--- config.mk ---
export PLATFORM = sky130hd
export DESIGN_NAME = mc_control
export DESIGN_NICKNAME = d
export VERILOG_FILES = /design/src/rtl/mc_control.sv
export SDC_FILE = /design/constraint.sdc
export NUM_CORES = 1
export LEC_CHECK = 0
export BUFFER_PORTS_ARGS = -buffer_cell sky130_fd_sc_hd__buf_2
export CAP_MARGIN = 5
export CORE_MARGIN = 2
export CORE_UTILIZATION = 45
export CTS_BUF_LIST = sky130_fd_sc_hd__clkbuf_16
export DETAILED_ROUTE_END_ITERATION = 6
export GPL_TIMING_DRIVEN = 0
export PLACE_DENSITY = 0.76
export RECOVER_POWER = 25
export SLEW_MARGIN = 25
export SYNTH_ARGS = -nofsm -noshare
export SYNTH_HDL_FRONTEND = slang
export SYNTH_SLANG_ARGS = --single-unit
--- constraint.sdc ---
create_clock -name clk -period 1.5 [get_ports clk]
set_input_delay 0.3 -clock clk [delete_from_list [all_inputs] [get_ports clk]]
set_output_delay 0.3 -clock clk [all_outputs]
set_load 0.02 [all_outputs]
--- src/rtl/mc_control.sv ---
// Multi-cycle MIPS control FSM: fetch/decode/execute/memory/writeback sequencing.
// Define MC_CONTROL_ADDI_EN to add addi (opcode 0x08) support; otherwise 0x08 traps.
module mc_control (
  input  logic       clk,
  input  logic       rst,
  input  logic [5:0] opcode,
  input  logic [5:0] funct,
  input  logic       zero,
  input  logic       mem_ready,
  output logic       mem_req,
  output logic       mem_we,
  output logic       iord,
  output logic       ir_we,
  output logic       pc_we,
  output logic [1:0] pc_src,
  output logic       alu_src_a,
  output logic [1:0] alu_src_b,
  output logic [1:0] alu_op,
  output logic       reg_we,
  output logic       reg_dst,
  output logic       mem_to_reg,
  output logic       instr_done,
  output logic       illegal
);

  typedef enum logic [3:0] {
    StFetch,
    StDecode,
    StMemAdr,
    StMemRd,
    StMemWb,
    StMemWr,
    StRtExec,
    StRtWb,
    StBranch,
    StJump,
    StTrap
`ifdef MC_CONTROL_ADDI_EN
    ,
    StAddiEx,
    StAddiWb
`endif
  } state_e;

  localparam logic [5:0] OpRtype = 6'h00;
  localparam logic [5:0] OpLw    = 6'h23;
  localparam logic [5:0] OpSw    = 6'h2B;
  localparam logic [5:0] OpBeq   = 6'h04;
  localparam logic [5:0] OpJ     = 6'h02;
`ifdef MC_CONTROL_ADDI_EN
  localparam logic [5:0] OpAddi  = 6'h08;
`endif

  localparam logic [1:0] AluAdd = 2'b00;
  localparam logic [1:0] AluAnd = 2'b01;
  localparam logic [1:0] AluOr  = 2'b10;
  localparam logic [1:0] AluSub = 2'b11;

  state_e state_q, state_d;

  always_ff @(posedge clk or posedge rst) begin
    if (rst) begin
      state_q <= StFetch;
    end else begin
      state_q <= state_d;
    end
  end

  always_comb begin
    state_d    = state_q;
    mem_req    = 1'b0;
    mem_we     = 1'b0;
    iord       = 1'b0;
    ir_we      = 1'b0;
    pc_we      = 1'b0;
    pc_src     = 2'b00;
    alu_src_a  = 1'b0;
    alu_src_b  = 2'b00;
    alu_op     = AluAdd;
    reg_we     = 1'b0;
    reg_dst    = 1'b0;
    mem_to_reg = 1'b0;
    instr_done = 1'b0;
    illegal    = 1'b0;

    case (state_q)
      StFetch: begin
        mem_req   = 1'b1;
        alu_src_b = 2'b01;
        ir_we     = mem_ready;
        pc_we     = mem_ready;
        if (mem_ready) state_d = StDecode;
      end
      StDecode: begin
        // Speculatively compute the branch target into ALUOut.
        alu_src_b = 2'b11;
        case (opcode)
          OpRtype:    state_d = StRtExec;
          OpLw, OpSw: state_d = StMemAdr;
          OpBeq:      state_d = StBranch;
          OpJ:        state_d = StJump;
`ifdef MC_CONTROL_ADDI_EN
          OpAddi:     state_d = StAddiEx;
`endif
          default:    state_d = StTrap;
        endcase
      end
      StRtExec: begin
        alu_src_a = 1'b1;
        state_d   = StRtWb;
        case (funct)
          6'h20:   alu_op = AluAdd;
          6'h24:   alu_op = AluAnd;
          6'h25:   alu_op = AluOr;
          6'h22:   alu_op = AluSub;
          default: state_d = StTrap;
        endcase
      end
      StRtWb: begin
        reg_we     = 1'b1;
        reg_dst    = 1'b1;
        instr_done = 1'b1;
        state_d    = StFetch;
      end
      StMemAdr: begin
        alu_src_a = 1'b1;
        alu_src_b = 2'b10;
        state_d   = (opcode == OpSw) ? StMemWr : StMemRd;
      end
      StMemRd: begin
        mem_req = 1'b1;
        iord    = 1'b1;
        if (mem_ready) state_d = StMemWb;
      end
      StMemWb: begin
        reg_we     = 1'b1;
        mem_to_reg = 1'b1;
        instr_done = 1'b1;
        state_d    = StFetch;
      end
      StMemWr: begin
        mem_req    = 1'b1;
        mem_we     = 1'b1;
        iord       = 1'b1;
        instr_done = mem_ready;
        if (mem_ready) state_d = StFetch;
      end
      StBranch: begin
        alu_src_a  = 1'b1;
        alu_op     = AluSub;
        pc_src     = 2'b01;
        pc_we      = zero;
        instr_done = 1'b1;
        state_d    = StFetch;
      end
      StJump: begin
        pc_src     = 2'b10;
        pc_we      = 1'b1;
        instr_done = 1'b1;
        state_d    = StFetch;
      end
`ifdef MC_CONTROL_ADDI_EN
      StAddiEx: begin
        alu_src_a = 1'b1;
        alu_src_b = 2'b10;
        state_d   = StAddiWb;
      end
      StAddiWb: begin
        reg_we     = 1'b1;
        instr_done = 1'b1;
        state_d    = StFetch;
      end
`endif
      StTrap: begin
        // Absorbing; sticky because only reset leaves this state.
        illegal = 1'b1;
      end
      default: state_d = StFetch;
    endcase
  end

endmodule
==> implementation parameters, run 1 <==
Parameter                              Value

Synthesis
  Number of synthesized register bits ... 4
  Number of different library cells in the post-synthesis netlist ... 44
  Number of warning messages in the yosys log ... 0
  Synth Net Count ... 101
  Post-synthesis cell count ... 85
  Syn_area_per_cell ... 7.89 sq um
  Post-synthesis instance area ... 671 sq um
  Share of the yosys chip area belonging to registers ... 14.9%

Die
  Ports placed on the boundary ... 33
  Horizontal extent of the die ... 42.6 um
  Site Rows ... 13
  Die Ht ... 42.6 um
  Starting Density ... 49.7%

Timing
  Worst EP Category ... top-level output
  Worst endpoint from the post-global-route timing repair ... alu_op[1]

Outcome
  Halt Reason ... [ERROR DPL-0038] Utilization greater than 100%, impossible to legalize
  Result of the run ... aborted with a tool error
  Stage where the flow stopped ... 5_1_grt

Clocking
  Number of clock sinks seen by CTS ... 4
  Buffers from clock root to sink, at most ... 2
  Clk Tree Root Cell ... clkbuf_16
  TritonCTS buffer count ... 3
  Clock H-tree levels ... 1

Global route
  Largest net degree at the start of global routing ... 11

Placed design
  Detail Placement HPWL ... 1460 um
  Count of port buffers added during placement ... 32
  Final estimated routing congestion in global placement ... 0.896
what timing repair did:
item,in CTS
buffers inserted,14
resized for setup,44
pin swaps,6
hold buffers,1
setup endpoints to repair,17
cloned,0
hold endpoints to repair,4
cells in the mapped netlist, drive strengths merged:
| cell type | n | area, sq um |
|---|---|---|
| buf | 6 | 38.8 |
| a211oi | 2 | 20.0 |
| nor2b | 3 | 18.8 |
| nand2b | 5 | 31.3 |
| a211o | 2 | 17.5 |
| a21oi | 4 | 20.0 |
| nand3 | 2 | 10.0 |
| a2111oi | 1 | 15.0 |
| and3 | 4 | 26.3 |
| nor3b | 4 | 35.0 |
| or4 | 1 | 11.3 |
| inv | 5 | 18.8 |
| nand4b | 1 | 8.76 |
| and2 | 2 | 12.5 |
| nor4b | 3 | 32.5 |
| nor2 | 5 | 18.8 |
| or2 | 1 | 6.26 |
| nand2 | 3 | 11.3 |
| a311oi | 1 | 8.76 |
| o311a | 1 | 10.0 |
| o211ai | 2 | 20.0 |
| and4 | 1 | 8.76 |
| nor4 | 1 | 6.26 |
| o311ai | 2 | 17.5 |
| a21o | 1 | 7.51 |
| xor2 | 1 | 8.76 |
| xnor2 | 3 | 26.3 |
| mux2i | 1 | 10.0 |
| o31ai | 1 | 7.51 |
| o21ai | 3 | 15.0 |
| a31oi | 1 | 6.26 |
| o31a | 1 | 8.76 |
| dfrtp | 4 | 100 |
| and3b | 3 | 26.3 |
| nor3 | 4 | 30.0 |
through the flow:
step	std cells	worst slack [ps]	area [sq um]	util, %	hold slack [ps]
2_1_floorplan	85	-104	684	-	66.1
3_3_place_gp	132	-134	863	63.9	177
3_5_place_dp	132	-152	863	63.9	196
4_1_cts	150	-192	1190	88.2	464
logic make-up after synthesis:
family          Yosys count  share of synthesized area [%]
mux                       1                           1.49
buf+inv                  11                           8.58
compound gates           22                           25.9
simple gates             43                           43.8
flops                     4                           14.9
xor+xnor                  4                           5.22
==> run 2, diff against run 1 <==
Settings changed: CORE_AREA set to 2 2 63 65, CORE_MARGIN 2 to unset, CORE_UTILIZATION 45 to unset, CTS_BUF_LIST sky130_fd_sc_hd__clkbuf_16 to unset, DIE_AREA set to 0 0 65 67, PLACE_DENSITY 0.76 to unset, PLACE_DENSITY_LB_ADDON set to 0.15.
==> implementation parameters, run 2 <==
Parameter                              Value

Outcome
  Result of the run ... finished, violations left
  Violated checks ... negative setup slack

Route
  Via-to-Cell Ratio ... 4.67
  Drc violations ... 0
  Antenna-violating nets left ... 0
  Count of vias placed by the detailed router ... 854
  Violation count after the first detailed-routing iteration ... 12
  Total Wirelength ... 2480 um
  Drt first pass iters ... 3
  Routed length per placed instance ... 13.5 um

Clocking
  Buffers from clock root to sink, at most ... 2 (unchanged)
  Clock H-tree levels ... 1 (unchanged)
  Worst skew pair latency ... 220 ps
  CTS clock-pin slew for the worst setup and hold paths ... 30 ps
  Clock tree from TritonCTS ... built
  Clk Tree Root Cell ... clkbuf_8
  Number of clock sinks seen by CTS ... 4 (unchanged)
  TritonCTS buffer count ... 3 (unchanged)

Timing
  Worst clock skew ... 3.00 ps
  Headroom to the max-slew limit ... 71.8%
  Total Negative Setup Slacks ... -1690 ps
  Maximum frequency from static timing analysis ... 0.594 GHz
  Final number of hold-violating endpoints ... 0
  Post-layout min period ... 1680 ps
  Part of the cycle the worst path needs ... 112%
  Final setup fails ... 17
  Setup repair after global routing missed its margin ... true
  Tightest Pin Transition ... 419 ps
  Max-slew violation count ... 0
  Final WS setup ... -183 ps

Global route
  Gr usage total ... 11.9%
  Total congestion overflow ... 0
  Antenna violations before repair ... 0
  Vias in the first global route ... 845
  Largest net degree at the start of global routing ... 11
  Global-route wire length before repair ... 3930 um

Synthesis
  Number of enable flip-flop cells after synthesis ... 0 (unchanged)
  Number of different library cells in the post-synthesis netlist ... 44 (unchanged)
  Number of warning messages in the yosys log ... 0 (unchanged)
  Most used standard cells in the synthesized netlist ... 5 x inv_1, 5 x nand2b_1, 5 x nor2_1
  Ys async rst share ... 100% (unchanged)
  Ranking of synthesized cells by area ... dfrtp_1 15%, nand2b_1 4.7%, and3b_1 3.9%
  Post-synthesis instance area ... 671 sq um (unchanged)
  Area share of the largest cell type after synthesis ... 14.9% (unchanged)
  Share of the yosys chip area belonging to registers ... 14.9% (unchanged)
  Post-synthesis cell count ... 85 (unchanged)
  Syn_area_per_cell ... 7.89 sq um (unchanged)
  Number of synthesized register bits ... 4 (unchanged)
  Flip-flop cell with the highest count after synthesis ... dfrtp_1
  Synth Net Count ... 101 (unchanged)
  Cell accounting for the most synthesized area ... dfrtp_1

Run
  Max-Cap Viols ... 0

Worst setup path
  CP arrival ... 1380 ps
  Library cell appearing most often on the critical path ... buf_6
  Worst Path Required ... 1200 ps
  List of cells traversed by the critical path ... buf_6 > and3b_1 > nand4b_1 > a21oi_2 > buf_6
  Delay contributed by the slowest stage of the critical path ... 410 ps
  Number of buffers and inverters on the critical path ... 2
  CP Class ... flip-flop to primary output
  Library cell contributing the largest single delay on the critical path ... dfrtp_2
  Endpoint class of the critical path ... primary output
  Crit start category ... flip-flop
  Largest fanout on the critical path ... 4
  Cell family contributing the most delay on the critical path ... flip-flops

Min path
  Class of the worst hold path ... input port to flip-flop

Cells and area
  Storage element area ... 104 sq um
  Growth of design area from synthesis to finish ... 94.8%
  Most common library cell in the layout ignoring fill and taps ... buf_4
  FILL cells ... 386
  Final Cell Area ... 0.00131 sq mm
  Highest-count cells in the layout ignoring fill and taps ... 23 x buf_4, 15 x buf_2, 12 x buf_6, 4 x a21oi_2
  Largest registers ... state_q (4)
  Share of final-layout standard cells stronger than drive strength 1 ... 67.4%
  Multi-input combinational cell area ... 652 sq um
  Register with the most flip-flops ... state_q
  Flip-flop count of the largest register, all copies and words added ... 4
  Number of nets in the layout ... 153
  Diode count ... 0

Pwr
  P per Cell Area ... 2010 mW/mm^2
  Leak ... 0.592 nW
  Power, Total ... 2.63 mW
  Maximum ir drop on the vdd rail ... 0.397 mV

Placed design
  Area after detailed placement ... 905 sq um (+4.8%)
  Final estimated routing congestion in global placement ... 0.700 (-22%)
  Count of port buffers added during placement ... 32 (unchanged)
  Detail Placement HPWL ... 1740 um (+19%)
  Dpl ws ... -193 ps (-41.2 ps)

Die
  Site Rows ... 22 (+9)
  Ports placed on the boundary ... 33 (unchanged)
  Core footprint ... 0.00361 sq mm
  Total die area ... 0.00436 sq mm
  Starting Density ... 18.6% (-31 points)
  Die Ht ... 67 um (+57%)
  Horizontal extent of the die ... 65 um (+53%)
==> run 2: cell counts after synthesis <==
Identical to the previous run, type by type.
==> run 2: cell families (layout without fill, tap and decap cells) <==
group	after synthesis	in the layout	synth area share, %
compound gates	22	22	25.9
buf+inv	11	61	8.58
simple gates	43	43	43.8
xor+xnor	4	4	5.22
mux	1	1	1.49
flops	4	4	14.9
==> run 2: per-layer routing <==
metal  share of wire, %  global-route usage, %  routed length (um)  vias to the layer above
li1                   -                      -                   -                      425
met1                 43                   14.1                1060                      393
met2                 50                   20.5                1230                       30
met3                5.0                   2.03                 123                        6
met4                2.5                   6.65                  63                        0
met5                  0                      0                   0                        -
==> run 2: final cells by class <==
class                   instances  share of cell area, %
clock buffers                   3                   3.16
well taps                      48                   4.60
multi-input cells              70                   49.9
repair buffers                 47                   26.6
plain buffers                   6                   6.13
inverters                       5                   1.63
flip-flops and latches          4                   7.95
==> run 2: where the power goes <==
group | internal [mW] | total (mW) | switching [mW] | leakage (nW)
combinational | 1.10 | 2.20 | 1.10 | 0.523
sequential | 0.161 | 0.200 | 0.0386 | 0.0472
clock | 0.171 | 0.226 | 0.0546 | 0.0216
==> run 2: final timing paths <==
check	startpoint	end	slack (ps)	cells past startpoint
min reg2reg	state_q[3]$_DFFE_PP0P_	state_q[2]$_DFFE_PP0P_	740	3
max in group asynchronous	rst	state_q[0]$_DFFE_PP0P_	830	3
max	state_q[3]$_DFFE_PP0P_	alu_op[0]	-180	5
min	funct[3]	state_q[2]$_DFFE_PP0P_	490	4
min in group asynchronous	rst	state_q[3]$_DFFE_PP0P_	500	3
max reg2reg	state_q[0]$_DFFE_PP0P_	state_q[2]$_DFFE_PP0P_	40	6
==> run 2: through the flow <==
stage | hold slack (ps) | cells | utilization [%]
5_1_grt | 520 | 183 | 36.2
2_1_floorplan | 66.1 | 85 | -
6_report | 485 | 183 | 36.2
3_3_place_gp | 183 | 165 | 25.1
4_1_cts | 487 | 180 | 34.1
3_5_place_dp | 191 | 165 | 25.1
==> run 2: worst register-to-register path, cell delays in order, from the launching register on <==
cell,delay (ps)
dfrtp_2,410
buf_6,140
buf_4,130
buf_4,140
nor3b_2,160
nand3_1,140
a211oi_2,240
==> run 2: what timing repair did <==
action                                  in CTS  in global routing
endpoints found under the setup margin      17                 18
pin swaps                                   12                  5
buffers inserted                            11                  3
gates resized for setup                     59                 11
hold buffers                                 1                  0
hold endpoints to repair                     4                  0
(Power assumes the default switching activity.)
==> run 3, diff against run 2 <==
Settings changed: MAX_ROUTING_LAYER set to met4.
==> implementation parameters, run 3 (synthesis results as in run 2) <==
Parameter                              Value

Run
  Max-Cap Viols ... 0 (unchanged)

Global route
  Gr usage total ... 12.3% (+0.31 points)
  Global-route wire length before repair ... 3930 um (unchanged)
  Antenna violations before repair ... 0 (unchanged)
  Largest net degree at the start of global routing ... 11 (unchanged)
  Vias in the first global route ... 845 (unchanged)
  Total congestion overflow ... 0 (unchanged)

Worst setup path
  R2R setup slack ... 40 ps (about the same)
  CP Class ... flip-flop to primary output
  Endpoint class of the critical path ... primary output
  Crit start category ... flip-flop
  Largest fanout on the critical path ... 6 (+2)
  CP arrival ... 1380 ps (about the same)
  List of cells traversed by the critical path ... buf_4 > nor3_4 > and3_4 > buf_4
  Worst Path Required ... 1200 ps (about the same)
  Cell family contributing the most delay on the critical path ... simple AND/OR/NAND/NOR gates
  Library cell appearing most often on the critical path ... buf_4
  Logic depth of the worst register-to-register path ... 6 (unchanged)
  Reg2Reg Capture Point ... state_q[2]$_DFFE_PP0P_
  Library cell contributing the largest single delay on the critical path ... dfrtp_2
  Crit Reg-Reg Startpoint ... state_q[0]$_DFFE_PP0P_
  Delay contributed by the slowest stage of the critical path ... 410 ps (about the same)
  Number of buffers and inverters on the critical path ... 2 (unchanged)

Route
  Routed length per placed instance ... 13.6 um (+0.40%)
  Total Wirelength ... 2490 um (+0.40%)
  Drt first pass iters ... 2 (-1)
  Via-to-Cell Ratio ... 4.72 (+1.1%)
  Antenna-violating nets left ... 0 (unchanged)
  Violation count after the first detailed-routing iteration ... 13 (+1)
  Drc violations ... 0 (unchanged)
  Count of vias placed by the detailed router ... 863 (+1.1%)

Cells and area
  Highest-count cells in the layout ignoring fill and taps ... 23 x buf_4, 15 x buf_2, 12 x buf_6, 4 x a21oi_2
  Register with the most flip-flops ... state_q
  Share of final-layout standard cells stronger than drive strength 1 ... 67.4% (unchanged)
  Most common library cell in the layout ignoring fill and taps ... buf_4
  Number of nets in the layout ... 153 (unchanged)
  Diode count ... 0 (unchanged)
  Final Cell Area ... 0.00131 sq mm (unchanged)
  Growth of design area from synthesis to finish ... 94.8% (unchanged)
  Final core occ ... 36.2% (unchanged)
  Flip-flop count of the largest register, all copies and words added ... 4 (unchanged)
  Largest registers ... state_q (4)

Clocking
  Buffers from clock root to sink, at most ... 2 (unchanged)
  Clock H-tree levels ... 1 (unchanged)
  TritonCTS buffer count ... 3 (unchanged)
  Clock tree from TritonCTS ... built
  CTS clock-pin slew for the worst setup and hold paths ... 30 ps (about the same)
  Number of clock sinks seen by CTS ... 4 (unchanged)
  Worst skew pair latency ... 220 ps (about the same)
  Clk Tree Root Cell ... clkbuf_8

Outcome
  Result of the run ... finished, violations left
  Violated checks ... negative setup slack

Die
  Site Rows ... 22 (unchanged)
  Die Ht ... 67 um (unchanged)
  Horizontal extent of the die ... 65 um (unchanged)
  Ports placed on the boundary ... 33 (unchanged)
  Core footprint ... 0.00361 sq mm (unchanged)
  Total die area ... 0.00436 sq mm (unchanged)
  Starting Density ... 18.6% (unchanged)

Pwr
  P per Cell Area ... 2010 mW/mm^2 (about the same)
  Maximum ir drop on the vdd rail ... 0.397 mV (-0.12%)
  Leak ... 0.592 nW (unchanged)

Placed design
  Count of port buffers added during placement ... 32 (unchanged)
  Detail Placement HPWL ... 1740 um (unchanged)
  Final estimated routing congestion in global placement ... 0.708 (+1.1%)
  Area after detailed placement ... 905 sq um (unchanged)
  Dpl ws ... -193 ps (unchanged)

Min path
  Startpoint of the tightest hold check path ... funct[3]
  Number of cells on the worst hold path ... 4 (unchanged)
  Class of the worst hold path ... input port to flip-flop
  Hold Path Sink ... state_q[2]$_DFFE_PP0P_

Timing
  Post-layout min period ... 1680 ps (-0.969 ps)
  Setup repair after global routing missed its margin ... true
  Final WS setup ... -182 ps (+0.969 ps)
  Part of the cycle the worst path needs ... 112% (about the same)
  Tightest Pin Transition ... 414 ps (-5.26 ps)
  Maximum frequency from static timing analysis ... 0.594 GHz (about the same)
  Final setup fails ... 17 (unchanged)
  Worst clock skew ... 3.38 ps (+0.387 ps)
  Final number of hold-violating endpoints ... 0 (unchanged)
  Headroom to the max-slew limit ... 72.2% (+0.35 points)
  Max-slew violation count ... 0 (unchanged)
## run 3: cell counts in the layout (fill, tap and decap cells not counted)
No cell type changed its count.
## run 3: worst max path at each step
stage	slack [ps]	cells past startpoint	end	startpoint
after global routing	-260	5	alu_op[1]	state_q[3]$_DFFE_PP0P_
after floorplan	-100	3	ir_we	state_q[1]$_DFFE_PP0P_
after detailed placement	-190	6	alu_op[1]	state_q[1]$_DFFE_PP0P_
after CTS	-180	5	alu_op[0]	state_q[3]$_DFFE_PP0P_
after global placement	-170	6	alu_op[1]	state_q[1]$_DFFE_PP0P_
final	-180	4	ir_we	state_q[3]$_DFFE_PP0P_
## run 3: per-layer routing
metal / global-route usage [%] / up-vias / part of all wire, %
met2: 20.5 / 28 / 50
met1: 14.1 / 405 / 43
li1: - / 424 / -
met5: - / - / 0
met3: 2.03 / 6 / 4.9
met4: 6.65 / 0 / 2.5
## run 3: timing repair
item,4_1_cts,5_1_grt
pin swaps,12,5
hold endpoints to repair,4,0
setup buffers,11,3
endpoints found under the setup margin,17,18
hold buffers,1,0
resized for setup,59,11
## run 3: stage by stage
stage	setup TNS, ps	hold slack [ps]	power (mW)	std cells
2_1_floorplan	-429	66.1	1.15	85
3_3_place_gp	-1130	183	1.53	165
3_5_place_dp	-1130	191	1.54	165
4_1_cts	-1620	487	2.45	180
5_1_grt	-2770	520	2.81	183
6_report	-1710	482	2.63	183
## run 3: layout make-up
type	instances	area [sq um]
plain buffers	6	80.1
well taps	48	60.1
inverters	5	21.3
flip-flops and latches	4	104
clock buffers	3	41.3
repair buffers	47	348
multi-input cells	70	652
fillers	386	2300
## run 3: where the power goes
| part | leakage (nW) | total, mW | internal [mW] | switching, mW |
|---|---|---|---|---|
| clock | 0.0216 | 0.227 | 0.171 | 0.0559 |
| sequential | 0.0472 | 0.200 | 0.161 | 0.0387 |
| combinational | 0.523 | 2.20 | 1.10 | 1.10 |
## run 3: worst reg2reg max path: cells and delay by family, from the launching register on
family          cells  cell delay (ps)
flops               1              420
compound gates      1              240
buf+inv             3              410
simple gates        2              300
==> run 4, diff against run 3 <==
Settings changed: RECOVER_POWER 25 to 100.
==> implementation parameters, run 4 (synthesis results as in run 2) <==
Parameter                              Value

Outcome
  Result of the run ... finished, violations left
  Violated checks ... negative setup slack

Clocking
  Clock H-tree levels ... 1 (unchanged)
  Clk Tree Root Cell ... clkbuf_8
  Buffers from clock root to sink, at most ... 2 (unchanged)
  CTS clock-pin slew for the worst setup and hold paths ... 30 ps (about the same)
  TritonCTS buffer count ... 3 (unchanged)
  Number of clock sinks seen by CTS ... 4 (unchanged)
  Clock tree from TritonCTS ... built
  Worst skew pair latency ... 220 ps (about the same)

Global route
  Vias in the first global route ... 845 (unchanged)
  Global-route wire length before repair ... 3930 um (unchanged)
  Gr usage total ... 12.3% (unchanged)
  Antenna violations before repair ... 0 (unchanged)
  Largest net degree at the start of global routing ... 11 (unchanged)
  Total congestion overflow ... 0 (unchanged)

Placed design
  Detail Placement HPWL ... 1740 um (unchanged)
  Count of port buffers added during placement ... 32 (unchanged)
  Final estimated routing congestion in global placement ... 0.708 (unchanged)

Worst setup path
  Largest fanout on the critical path ... 6 (unchanged)
  Endpoint class of the critical path ... primary output
  CP arrival ... 1380 ps (about the same)
  R2R setup slack ... 20 ps (-20 ps)
  Crit start category ... flip-flop
  Worst Path Required ... 1200 ps (about the same)
  CP Class ... flip-flop to primary output

Route
  Antenna-violating nets left ... 0 (unchanged)
  Top metal layer carrying routed signals ... met4
  Via-to-Cell Ratio ... 4.72 (unchanged)
  Drt first pass iters ... 2 (unchanged)
  Detailed-routed wire length on met3 ... 121 um (unchanged)
  Violation count after the first detailed-routing iteration ... 13 (unchanged)
  Drc violations ... 0 (unchanged)
  Total length of routed met2 wires ... 1240 um (+0.24%)
  Total Wirelength ... 2490 um (about the same)
  Count of vias placed by the detailed router ... 863 (unchanged)
  Wire length the detailed router placed on met1 ... 1060 um (about the same)
  Routed length per placed instance ... 13.6 um (about the same)

Die
  Total die area ... 0.00436 sq mm (unchanged)
  Core footprint ... 0.00361 sq mm (unchanged)
  Site Rows ... 22 (unchanged)
  Ports placed on the boundary ... 33 (unchanged)
  Horizontal extent of the die ... 65 um (unchanged)
  Die Ht ... 67 um (unchanged)
  Starting Density ... 18.6% (unchanged)

Pwr
  Maximum ir drop on the vdd rail ... 0.396 mV (-0.12%)
  Leak ... 0.591 nW (-0.17%)
  P per Cell Area ... 2010 mW/mm^2 (about the same)
  Power, Total ... 2.62 mW (-0.31%)

Cells and area
  Number of nets in the layout ... 153 (unchanged)
  Growth of design area from synthesis to finish ... 94.2%
  Most common library cell in the layout ignoring fill and taps ... buf_4
  Register with the most flip-flops ... state_q
  Flip-flop count of the largest register, all copies and words added ... 4 (unchanged)
  Largest registers ... state_q (4)
  Highest-count cells in the layout ignoring fill and taps ... 24 x buf_4, 15 x buf_2, 11 x buf_6, 4 x a21oi_2
  Diode count ... 0 (unchanged)
  Final core occ ... 36.1% (-0.10 points)
  Share of final-layout standard cells stronger than drive strength 1 ... 67.4% (unchanged)

Timing
  Post-layout min period ... 1680 ps (-0.0640 ps)
  Part of the cycle the worst path needs ... 112% (about the same)
  Final WS setup ... -182 ps (+0.0640 ps)
  Tightest Pin Transition ... 414 ps (+0.0881 ps)
  Maximum frequency from static timing analysis ... 0.594 GHz (about the same)
  Setup repair after global routing missed its margin ... true
  Headroom to the max-slew limit ... 72.2% (about the same)
  Worst clock skew ... 3.38 ps (+0.0000100 ps)
  Final number of hold-violating endpoints ... 0 (unchanged)
  Final setup fails ... 17 (unchanged)
  Max-slew violation count ... 0 (unchanged)

Run
  Max-Cap Viols ... 0 (unchanged)

Min path
  Class of the worst hold path ... input port to flip-flop
[run 4: what timing repair did]
item	CTS	global route
gates cloned	0	0
endpoints found under the hold margin	4	0
hold buffers	1	0
gates resized for setup	59	11
pin swaps	12	5
setup buffers	11	3
endpoints found under the setup margin	17	18
[run 4: report_power, final]
part	total [mW]	switching [mW]	leakage, nW	internal [mW]
sequential	0.197	0.0363	0.0472	0.161
clock	0.227	0.0559	0.0216	0.171
combinational	2.19	1.10	0.522	1.09
total	2.62	1.19	0.591	1.43
[run 4: metrics by stage]
step / worst slack, ps / TNS (ps) / hold WS, ps / cells / instance area (sq um)
detailed placement: -193 / -1130 / 191 / 165 / 905
floorplan: -104 / -429 / 66.1 / 85 / 684
global route: -258 / -2870 / 520 / 183 / 1300
finish: -182 / -1740 / 483 / 183 / 1300
CTS: -176 / -1620 / 487 / 180 / 1230
global placement: -175 / -1130 / 183 / 165 / 905
[run 4: layout make-up]
class	instances	area [sq um]
fillers	388	2300
multi-input cells	70	652
repair buffers	47	348
flip-flops and latches	4	104
plain buffers	6	76.3
well taps	48	60.1
clock buffers	3	41.3
inverters	5	21.3
[run 4: final timing paths]
check | startpoint | end | cells after the start
min in group asynchronous | rst | state_q[2]$_DFFE_PP0P_ | 3
worst min-delay path | funct[3] | state_q[2]$_DFFE_PP0P_ | 4
worst max-delay path | state_q[3]$_DFFE_PP0P_ | ir_we | 4
worst min register to register | state_q[3]$_DFFE_PP0P_ | state_q[2]$_DFFE_PP0P_ | 3
worst max register to register | state_q[0]$_DFFE_PP0P_ | state_q[2]$_DFFE_PP0P_ | 6
max in group asynchronous | rst | state_q[0]$_DFFE_PP0P_ | 3
[run 4: per-layer routing]
| metal | global-route usage [%] | vias up |
|---|---|---|
| met3 | 2.03 | 6 |
| li1 | - | 423 |
| met4 | 6.65 | 0 |
| met5 | - | - |
| met2 | 20.5 | 28 |
| met1 | 14.1 | 406 |
[run 4: worst max-delay path, cell delays in order, from the launching register on]
cell and delay (ps):
dfrtp_2 410, buf_4 170, nor3_4 240, and3_4 210, buf_4 130
